## config.mk

```make
export PLATFORM = sky130hd
export DESIGN_NAME = uart_rx_param
export DESIGN_NICKNAME = d
export VERILOG_FILES = /design/src/rtl/uart_pkg.sv /design/src/rtl/sync_fifo.sv /design/src/rtl/uart_rx_param.sv
export SDC_FILE = /design/constraint.sdc
export NUM_CORES = 1
export LEC_CHECK = 0
export ABC_AREA = 1
export CAP_MARGIN = 20
export CORE_AREA = 3 3 104 86
export CTS_CLUSTER_SIZE = 8
export DETAILED_ROUTE_END_ITERATION = 12
export DIE_AREA = 0 0 107 89
export GPL_TIMING_DRIVEN = 0
export PLACE_DENSITY_LB_ADDON = 0.12
export SLEW_MARGIN = 20
export SYNTH_ARGS = -nofsm -noshare
export SYNTH_HDL_FRONTEND = slang
export SYNTH_SLANG_ARGS = --single-unit
```

## constraint.sdc

```tcl
create_clock -name clk -period 2.2 [get_ports clk]
set_input_delay 0.44 -clock clk [delete_from_list [all_inputs] [get_ports clk]]
set_output_delay 0.44 -clock clk [all_outputs]
set_load 0.05 [all_outputs]
```

## src/rtl/uart_pkg.sv

```systemverilog
// Shared types, constants and helpers for the parametrised UART receiver.
package uart_pkg;

    // Receiver FSM states.
    typedef enum logic [2:0] {
        ST_IDLE,
        ST_START,
        ST_DATA,
        ST_PARITY,
        ST_STOP,
        ST_BREAK
    } rx_state_e;

    // Parity-mode selector values.
    localparam int PAR_NONE = 0;
    localparam int PAR_ODD  = 1;
    localparam int PAR_EVEN = 2;

    // Clocks per oversample tick, rounded to the nearest integer.
    function automatic int uart_div(input int clk_hz, input int baud, input int os);
        longint rate;
        rate = longint'(baud) * longint'(os);
        return int'((longint'(clk_hz) + rate / 2) / rate);
    endfunction

endpackage

```

## src/rtl/sync_fifo.sv

```systemverilog
// Show-ahead synchronous FIFO: the head word is visible on rd_data whenever
// the FIFO is non-empty. A push while full is accepted only if a pop happens
// in the same cycle; otherwise the word is dropped and the contents are kept.
module sync_fifo #(
    parameter int WIDTH = 8,
    parameter int DEPTH = 8
) (
    input  logic                     clk,
    input  logic                     rst_n,
    input  logic                     push,
    input  logic [WIDTH-1:0]         push_data,
    input  logic                     pop,
    output logic [WIDTH-1:0]         rd_data,
    output logic                     full,
    output logic                     empty,
    output logic [$clog2(DEPTH):0]   count
);

    localparam int AW = $clog2(DEPTH);
    localparam int CW = AW + 1;

    logic [WIDTH-1:0] mem_q [DEPTH];
    logic [AW-1:0]    wr_ptr_q, wr_ptr_d;
    logic [AW-1:0]    rd_ptr_q, rd_ptr_d;
    logic [CW-1:0]    count_q, count_d;
    logic             do_push, do_pop;

    assign empty   = (count_q == '0);
    assign full    = (count_q == CW'(DEPTH));
    assign count   = count_q;
    // Gate the head word so the output is a clean zero while empty.
    assign rd_data = empty ? '0 : mem_q[rd_ptr_q];

    // Accept/advance decisions; pointers wrap naturally at a power-of-2 depth.
    always_comb begin
        // NOTE: every signal assigned in always_comb gets a default first, so
        // no path leaves it unassigned and no latch is inferred.
        do_pop   = pop && !empty;
        do_push  = push && (!full || do_pop);
        wr_ptr_d = wr_ptr_q + AW'(do_push);
        rd_ptr_d = rd_ptr_q + AW'(do_pop);
        count_d  = count_q + CW'(do_push) - CW'(do_pop);
    end

    // Pointer and occupancy registers.
    always_ff @(posedge clk or negedge rst_n) begin
        // NOTE: state registers use non-blocking assignments so every flop
        // samples the pre-edge values, independent of statement order.
        if (!rst_n) begin
            wr_ptr_q <= '0;
            rd_ptr_q <= '0;
            count_q  <= '0;
        end else begin
            wr_ptr_q <= wr_ptr_d;
            rd_ptr_q <= rd_ptr_d;
            count_q  <= count_d;
        end
    end

    // Storage array write port.
    always_ff @(posedge clk) begin
        // NOTE: the storage array is deliberately not reset; occupancy is
        // tracked by count_q and unread entries are never exposed.
        if (do_push) begin
            mem_q[wr_ptr_q] <= push_data;
        end
    end

endmodule

```

## src/rtl/uart_rx_param.sv

```systemverilog
// Parametrised oversampling UART receiver with a show-ahead receive FIFO and
// one-cycle framing/parity/overrun error pulses.
module uart_rx_param
    import uart_pkg::*;
#(
    parameter int CLK_FREQ   = 66_666_667,
    parameter int BAUD       = 19200,
    parameter int OVERSAMPLE = 16,
    parameter int DATA_BITS  = 8,
    parameter int PARITY     = 0,
    parameter int STOP_BITS  = 1,
    parameter int FIFO_DEPTH = 8
) (
    input  logic                          clk,
    input  logic                          rst,
    input  logic                          rx,
    output logic [DATA_BITS-1:0]          rx_data,
    output logic                          rx_valid,
    input  logic                          rx_ready,
    output logic                          frame_err,
    output logic                          parity_err,
    output logic                          overrun,
    output logic [$clog2(FIFO_DEPTH):0]   fifo_count
);

    localparam int DIV   = uart_div(CLK_FREQ, BAUD, OVERSAMPLE);
    localparam int DIV_W = $clog2(DIV + 1);
    localparam int TC_W  = $clog2(OVERSAMPLE);
    localparam int HALF  = OVERSAMPLE / 2;
    localparam int CNT_W = $clog2(DATA_BITS + 1);

    // Tick generator.
    logic [DIV_W-1:0]     div_q, div_d;
    logic                 tick;

    // Input synchroniser.
    logic [1:0]           rx_sync_q, rx_sync_d;
    logic                 rxs;

    // Receiver FSM.
    rx_state_e            state_q, state_d;
    logic [TC_W-1:0]      tc_q, tc_d;
    logic [CNT_W-1:0]     bit_cnt_q, bit_cnt_d;
    logic [DATA_BITS-1:0] shift_q, shift_d;
    logic                 par_bad_q, par_bad_d;
    logic                 stop_bad_q, stop_bad_d;
    logic                 push_q, push_d;
    logic                 frame_err_q, frame_err_d;
    logic                 parity_err_q, parity_err_d;
    logic                 half_tick, mid_tick, stop_bad_now, par_x;

    // FIFO side.
    logic                 fifo_full, fifo_empty;

    assign tick         = (div_q == DIV_W'(DIV - 1));
    assign rxs          = rx_sync_q[1];
    assign half_tick    = tick && (tc_q == TC_W'(HALF - 1));
    assign mid_tick     = tick && (tc_q == TC_W'(OVERSAMPLE - 1));
    assign stop_bad_now = stop_bad_q | ~rxs;
    assign par_x        = (^shift_q) ^ rxs;

    // Free-running divider producing one tick every DIV clocks.
    always_comb begin
        div_d = tick ? '0 : div_q + DIV_W'(1);
    end

    // Two-stage shift for the asynchronous rx pin.
    always_comb begin
        rx_sync_d = {rx_sync_q[0], rx};
    end

    // Frame FSM: bit timing, sampling, and frame-completion decisions.
    always_comb begin
        state_d      = state_q;
        tc_d         = tc_q;
        bit_cnt_d    = bit_cnt_q;
        shift_d      = shift_q;
        par_bad_d    = par_bad_q;
        stop_bad_d   = stop_bad_q;
        push_d       = 1'b0;
        frame_err_d  = 1'b0;
        parity_err_d = 1'b0;

        if (tick) begin
            tc_d = tc_q + TC_W'(1);
        end

        unique case (state_q)
            ST_IDLE: begin
                if (!rxs) begin
                    tc_d       = '0;
                    bit_cnt_d  = '0;
                    par_bad_d  = 1'b0;
                    stop_bad_d = 1'b0;
                    state_d    = ST_START;
                end
            end
            ST_START: begin
                // Re-check the start bit at its midpoint to reject glitches.
                if (half_tick) begin
                    if (rxs) begin
                        state_d = ST_IDLE;
                    end else begin
                        tc_d    = '0;
                        state_d = ST_DATA;
                    end
                end
            end
            ST_DATA: begin
                if (mid_tick) begin
                    tc_d    = '0;
                    shift_d = {rxs, shift_q[DATA_BITS-1:1]};
                    if (bit_cnt_q == CNT_W'(DATA_BITS - 1)) begin
                        bit_cnt_d = '0;
                        state_d   = (PARITY == PAR_NONE) ? ST_STOP : ST_PARITY;
                    end else begin
                        bit_cnt_d = bit_cnt_q + CNT_W'(1);
                    end
                end
            end
            ST_PARITY: begin
                if (mid_tick) begin
                    tc_d      = '0;
                    par_bad_d = (PARITY == PAR_ODD)  ? ~par_x :
                                (PARITY == PAR_EVEN) ?  par_x : 1'b0;
                    state_d   = ST_STOP;
                end
            end
            ST_STOP: begin
                if (mid_tick) begin
                    tc_d = '0;
                    if (bit_cnt_q == CNT_W'(STOP_BITS - 1)) begin
                        // Leave at the stop midpoint so back-to-back frames work.
                        frame_err_d  = stop_bad_now;
                        parity_err_d = !stop_bad_now && par_bad_q;
                        push_d       = !stop_bad_now && !par_bad_q;
                        state_d      = stop_bad_now ? ST_BREAK : ST_IDLE;
                    end else begin
                        bit_cnt_d  = bit_cnt_q + CNT_W'(1);
                        stop_bad_d = stop_bad_now;
                    end
                end
            end
            ST_BREAK: begin
                // A held-low line yields a single frame error, then waits.
                if (rxs) begin
                    state_d = ST_IDLE;
                end
            end
            default: begin
                state_d = ST_IDLE;
            end
        endcase
    end

    // Register stage for divider, synchroniser, FSM and error pulses.
    always_ff @(posedge clk or negedge rst) begin
        if (!rst) begin
            div_q        <= '0;
            rx_sync_q    <= 2'b11;
            state_q      <= ST_IDLE;
            tc_q         <= '0;
            bit_cnt_q    <= '0;
            shift_q      <= '0;
            par_bad_q    <= 1'b0;
            stop_bad_q   <= 1'b0;
            push_q       <= 1'b0;
            frame_err_q  <= 1'b0;
            parity_err_q <= 1'b0;
        end else begin
            div_q        <= div_d;
            rx_sync_q    <= rx_sync_d;
            state_q      <= state_d;
            tc_q         <= tc_d;
            bit_cnt_q    <= bit_cnt_d;
            shift_q      <= shift_d;
            par_bad_q    <= par_bad_d;
            stop_bad_q   <= stop_bad_d;
            push_q       <= push_d;
            frame_err_q  <= frame_err_d;
            parity_err_q <= parity_err_d;
        end
    end

    // shift_q stays stable until the next frame's first data sample, so it
    // can feed the FIFO directly in the push cycle.
    sync_fifo #(
        .WIDTH (DATA_BITS),
        .DEPTH (FIFO_DEPTH)
    ) u_fifo (
        .clk       (clk),
        .rst_n     (rst),
        .push      (push_q),
        .push_data (shift_q),
        .pop       (rx_ready),
        .rd_data   (rx_data),
        .full      (fifo_full),
        .empty     (fifo_empty),
        .count     (fifo_count)
    );

    assign rx_valid   = !fifo_empty;
    assign frame_err  = frame_err_q;
    assign parity_err = parity_err_q;
    // A good word is lost only when the FIFO is full and nothing leaves.
    assign overrun    = push_q && fifo_full && !(rx_valid && rx_ready);

endmodule

```

==> flow_summary.yaml, run 1 <==
finish:
  final_cell_count_no_fill: 605
  flow.area_growth_from_synthesis_pct: 21.2
  diodes: 0
  nets: 513
  drive_gt1_frac: 0.219
  fillerInstances: 547
  final_core_util: 0.727
yosys:
  synthTopCellsByArea: "edfxtp_1 (40%), dfrtp_1 (21%), nor2_1 (6.7%)"
  syn_area_per_cell_sq_um: 10.5
  synth_cell_types: 35
  synth_top_family_by_area: "simple AND/OR/NAND/NOR gates"
  syn_inst: 452
  syn_area_sq_um: 4770
  synth_xor_area_frac: 0.0147
  synthMuxAreaShare: 0.0189
  synth_async_sr_flop_share: 0.396
  synthSimpleGateAreaFrac: 0.160
  syn_nets: 472
  synthAdderAreaFrac: 0.0436
  synth_edf_count: 64
  ys_seq_elements: 106
  synth_top_area_cell: "edfxtp_1"
  synth-compound-area-share: 0.0882
  synth_ff_type: "edfxtp_1"
  ys_seq_area_frac: 0.624
  synth_top_area_share: 0.403
  yosys_warnings: 0
sta:
  worst_pin_slew_ns: 0.617
  fmax_mhz: 417
  period_share: 1.09
  finalCriticalPeriod_ns: 2.40
  rsz0062_at_grt: "true"
  hold_slack_ns: 0.0816
  finClkSkew_ns: 0.0153
  setup_violations: 8
  drv_slew: 0
  layout_setup_ws_ns: -0.196
  hold_viol_final: 0
  slew_headroom: 0.589
cts:
  cts_tree: "built"
  cts_made_buffers: 9
  clk_pin_slew_ns: 0.09
  clk_path_buf_depth: 2
  cts_sinks: 106
  htree_levels: 3
  clock_latency_ns: 0.36
  clockRootBuffer: "clkbuf_8"
  hold_buffers: 0
pwr:
  leakage_nw: 2.49
  seq_power_share: 0.353
  ir_drop_uv: 759
  p_comb_frac: 0.471
  p_int_mw: 4.03
  clock_power_share: 0.176
  p_sw_mw: 2.49
  p_per_area_nw_per_um2: 1130
  p_sw_frac: 0.381
  total_power_mw: 6.52
floorplanning:
  fp-row-count: 29
  dieHeight_um: 89
  start_util: 0.600
  dieArea_sq_um: 9520
  io_pins: 20
  coreArea_sq_um: 7950
  die_w_um: 107
global_route:
  first_global_vias: 3203
  grt_pass1_wl_um: 16000
  grt_use_total: 0.223
  antenna_found_initial: 0
  grt_overflow_total: 0
  grt_max_degree: 26
worst_setup_path:
  arrival_ns: 1.96
  endpoint_kind: "output port"
  crit_type: "register to output port"
  cp-start-kind: "register"
  crit_fanout: 5
  crit_required_ns: 1.76
detailed_routing:
  finalWirelength_um: 9790
  routedWlPerCell_um: 16.2
  first_pass_iters: 5
  drt_iter0_markers: 230
  drc: 0
  viasPerCell: 5.43
  vias: 3283
  ant_nets: 0
worst_hold_path:
  hold_path.class: "primary input to async pin"
status:
  status: "finished with violations"
  violations: "setup timing"
flow_run:
  max_cap_violations: 0
placement:
  portBuffers: 18
  dpl.hpwl_um: 6390
  gp_congestion: 0.873
  place_inst: 579
==> path summary, 6_finish.rpt <==
check	from	endpoint	slack (ns)	depth (start not counted)
max	u_fifo.rd_ptr_q[0]	rx_data[1]	-0.20	7
min	rst	state_q[1]	0.08	1
max reg2reg	u_fifo.count[0]	u_fifo.count[1]	0.10	10
min reg2reg	rx_sync_q[0]	rx_sync_q[1]	0.36	0
max in group asynchronous	rst	push_q	1.61	2
min in group clk	rx_sync_q[0]	rx_sync_q[1]	0.36	0
==> logic make-up (layout without fill, tap and decap cells) <==
family / Yosys count / count (layout)
compound gates: 80 / 80
flops: 106 / 106
mux: 9 / 9
fa+ha+maj: 16 / 16
simple gates: 177 / 177
xor+xnor: 8 / 8
buf+inv: 55 / 100
other cells: 1 / 1
==> stage by stage <==
step	setup TNS [ns]	cell area [sq um]	setup slack, ns
after global routing	-1.65	5780	-0.358
after floorplan	0	4800	0.0335
after global placement	-34.55	5110	-0.522
after CTS	-3.32	5540	-0.135
final	-0.715	5780	-0.196
after detailed placement	-21.36	5140	-0.572
==> synthesized netlist by cell type (3+ instances only) <==
master    number
inv_1         40
mux2i_1        9
dfrtp_1       40
nor2_1        85
nand2_1       58
nor2_4         3
o21ai_0       53
clkbuf_1       4
o22ai_1        8
o21bai_1       3
edfxtp_1      64
o21ai_1        6
a21oi_1        9
buf_2          6
nor2_2         4
xor2_1         6
nand3_1       11
nand2_2        4
nor3_1         6
ha_1          15
==> registers in the layout, indices dropped and copies added (netlist names), 3 cells and up <==
name             count
div_q                8
tc_q                 4
state_q              3
u_fifo.count         4
u_fifo.rd_ptr_q      3
shift_q              8
bit_cnt_q            4
u_fifo.wr_ptr_q      3
u_fifo.mem_q        64
==> routing by layer <==
metal,up-vias,part of all wire,track usage,routed length [um]
li1,1602,-,-,-
met1,1564,0.44,0.313,4300
met2,110,0.48,0.359,4700
met3,7,0.073,0.0484,710
met4,0,0.0080,0.0604,78
met5,-,0,0,0
==> cell usage in the layout (no fill, tap or decap), types with 11 or more instances in the layout <==
cell      netlist  final
ha_1           15     13
inv_1          40     36
edfxtp_1       64     64
nor2_4          3     14
nand2_1        58     57
o21ai_1         6     25
o21ai_0        53     28
buf_6           1     12
nand3_1        11     11
nor2_1         85     69
dfrtp_1        40     34
==> critical path, stage by stage, from the launching register on <==
cell     delay, ns
dfrtp_2       0.44
buf_12        0.17
buf_12        0.13
mux2i_1       0.28
o22ai_1       0.13
nor2_1        0.21
nor2_1        0.09
buf_6         0.16
==> power groups by stage <==
stage	combinational [mW]	clock (mW)	sequential, mW
2_1_floorplan	1.44	0	2.41
3_3_place_gp	2.16	0	2.29
3_5_place_dp	2.21	0	2.29
4_1_cts	2.73	1.16	2.28
5_1_grt	3.29	1.25	2.32
6_report	3.07	1.15	2.30
==> area by class of cell <==
type                       count  area (sq um)  share of cell area
timing repair buffer          31           405              0.0702
clock buffer                  10           128              0.0221
sequential                   106          2980               0.516
multi-input combinational    291          1750               0.302
inverter                      42           178              0.0308
clock inverter                 5          55.1             0.00953
buffer                        12           146              0.0253
tap                          108           135              0.0234
==> repair_timing <==
action	4_1_cts	5_1_grt
cloned	4	2
setup buffers	3	3
setup endpoints to repair	74	75
gates resized for setup	121	53
pin swaps	17	19
No activity file was read; power rests on OpenSTA's default activity.
==> run 2, diff against run 1 <==
CORE_AREA = 3 3 77 116   (was 3 3 104 86)
DIE_AREA = 0 0 80 119   (was 0 0 107 89)
==> run 2 against run 1 <==
The run still ends with setup timing left; register-to-register slack got worse by 0.05 ns; power shrank 0.67%; wire length down 5.2%; critical path depth unchanged; flip-flop and latch count unchanged; core utilization is 2.5 points lower; sequential share of layout area up 1.4 points; final area fell by 2.7%; via count shrank 4.0%; largest cell class unchanged.
==> flow_summary.yaml, run 2 (synthesis results as in run 1) <==
finish:
  regMostFlops: "u_fifo.mem_q"
  diodes: 0
  final_cell_count_no_fill: 597
  biggestRegsByFlops: "u_fifo.mem_q x64, div_q x8, shift_q x8"
  regArea_sq_um: 2980
  fillerInstances: 600
  multiInputGateArea_sq_um: 1650
  drive_gt1_frac: 0.173
  nets: 507
  layout.cells.most_common_list: "nor2_1 (70), edfxtp_1 (64), nand2_1 (58), inv_1 (38), dfrtp_1 (35)"
  largest_register_ffs: 64
  flow.area_growth_from_synthesis_pct: 17.9
  layout_commonest_cell: "nor2_1"
pwr:
  clock_power_share: 0.245
  p_int_mw: 4.11
  p_sw_frac: 0.365
  total_power_mw: 6.48
  p_comb_frac: 0.400
  p_sw_mw: 2.37
  p_per_area_nw_per_um2: 1150
  seq_power_share: 0.355
  leakage_nw: 2.46
  ir_drop_uv: 889
detailed_routing:
  vias: 3153
  viasPerCell: 5.28
  drc: 0
  routedWlPerCell_um: 15.5
  ant_nets: 0
  first_pass_iters: 4
  drt_iter0_markers: 159
  finalWirelength_um: 9280
sta:
  tns_ns: -0.00173
  slew_headroom: 0.660
  hold_viol_final: 0
  drv_slew: 0
  finalCriticalPeriod_ns: 2.20
  fmax_mhz: 454
  period_share: 1.00
  finClkSkew_ns: 0.00572
  rsz0062_at_grt: "true"
  setup_violations: 1
  layout_setup_ws_ns: -0.00173
  worst_pin_slew_ns: 0.509
worst_setup_path:
  crit_fanout: 10
  critPathMaxStageDelay_ns: 0.39
  endpoint_kind: "output port"
  cp-start-kind: "register"
  crit_type: "register to output port"
  crit_buf_inv: 3
  crit_required_ns: 1.76
  arrival_ns: 1.76
  cpLargestDelayFamily: "buffers and inverters"
  slowest_stage: "dfrtp_1"
  crit_chain: "buf_6, buf_8, mux2i_1, o22ai_1, nor2_1, nor2_1, buf_6"
status:
  status: "finished with violations"
  violations: "setup timing"
placement:
  dp_slack_ns: -0.580
  place_inst: 576
  gp_congestion: 0.890
  portBuffers: 18
  dpl.hpwl_um: 6330
global_route:
  first_global_vias: 3205
  antenna_found_initial: 0
  grt_use_total: 0.210
  grt_overflow_total: 0
  grt_max_degree: 33
  grt_pass1_wl_um: 15200
floorplanning:
  dieArea_sq_um: 9520
  start_util: 0.595
  fp-row-count: 40
  die_w_um: 80
  io_pins: 20
  coreArea_sq_um: 8010
  dieHeight_um: 119
cts:
  clockRootBuffer: "clkbuf_16"
  clk_pin_slew_ns: 0.07
  clk_path_buf_depth: 2
  cts_made_buffers: 9
  htree_levels: 3
  cts_sinks: 106
  clock_latency_ns: 0.34
  cts_tree: "built"
flow_run:
  max_cap_violations: 0
worst_hold_path:
  hold_path.class: "register to register"
-- run 2: stage by stage --
step	utilization	instance area (sq um)	hold WS (ns)
4_1_cts	0.693	5550	0.361
2_1_floorplan	-	4800	0.144
5_1_grt	0.702	5620	0.367
3_5_place_dp	0.640	5130	0.333
3_3_place_gp	0.638	5110	0.346
6_report	0.702	5620	0.361
-- run 2: layout make-up --
type,instances,area share
clock inverter,4,0.00891
sequential,106,0.531
multi-input combinational,291,0.293
inverter,42,0.0316
timing repair buffer,25,0.0461
buffer,12,0.0227
tap,105,0.0234
clock buffer,12,0.0439
-- run 2: power by group through the flow --
| stage | registers (mW) | clock network [mW] | logic [mW] |
|---|---|---|---|
| 3_5_place_dp | 2.29 | 0 | 2.22 |
| 3_3_place_gp | 2.29 | 0 | 2.17 |
| 5_1_grt | 2.31 | 1.68 | 2.78 |
| 2_1_floorplan | 2.41 | 0 | 1.44 |
| 4_1_cts | 2.29 | 1.61 | 2.52 |
| 6_report | 2.30 | 1.59 | 2.59 |
-- run 2: worst paths after layout --
kind                                 endpoint  slack, ns  cells past startpoint                from
max                                rx_data[3]     -0.002                      7  u_fifo.rd_ptr_q[0]
min                              rx_sync_q[1]       0.36                      0        rx_sync_q[0]
max reg2reg                u_fifo.mem_q[1][4]       0.05                      6     u_fifo.count[2]
min reg2reg                      rx_sync_q[1]       0.36                      0        rx_sync_q[0]
max in group asynchronous        rx_sync_q[1]       1.17                      3                 rst
min in group asynchronous        bit_cnt_q[0]       0.51                      2                 rst
-- run 2: layer usage --
layer  part of all wire  track usage  wire [um]  vias up
li1                   -            -          -     1590
met1               0.40        0.237       3670     1512
met2               0.57        0.387       5270       41
met3              0.020       0.0250        181       10
met4              0.017       0.0899        156        0
met5                  0            0          0        -
-- run 2: worst reg2reg max path, stage by stage, from the launching register on --
cell and delay (ns):
dfrtp_2 0.38, inv_4 0.05, ha_1 0.18, nor3b_2 0.16, a21boi_1 0.30, nand2_1 0.26, nor2_2 0.45
-- run 2: what timing repair did --
| action | in CTS | in global routing |
|---|---|---|
| gates resized for setup | 102 | 37 |
| setup endpoints to repair | 74 | 67 |
| pin swaps | 8 | 13 |
| endpoints found under the hold margin | 10 | 0 |
| buffers inserted | 2 | 1 |
| gates cloned | 3 | 0 |
| hold buffers | 1 | 0 |
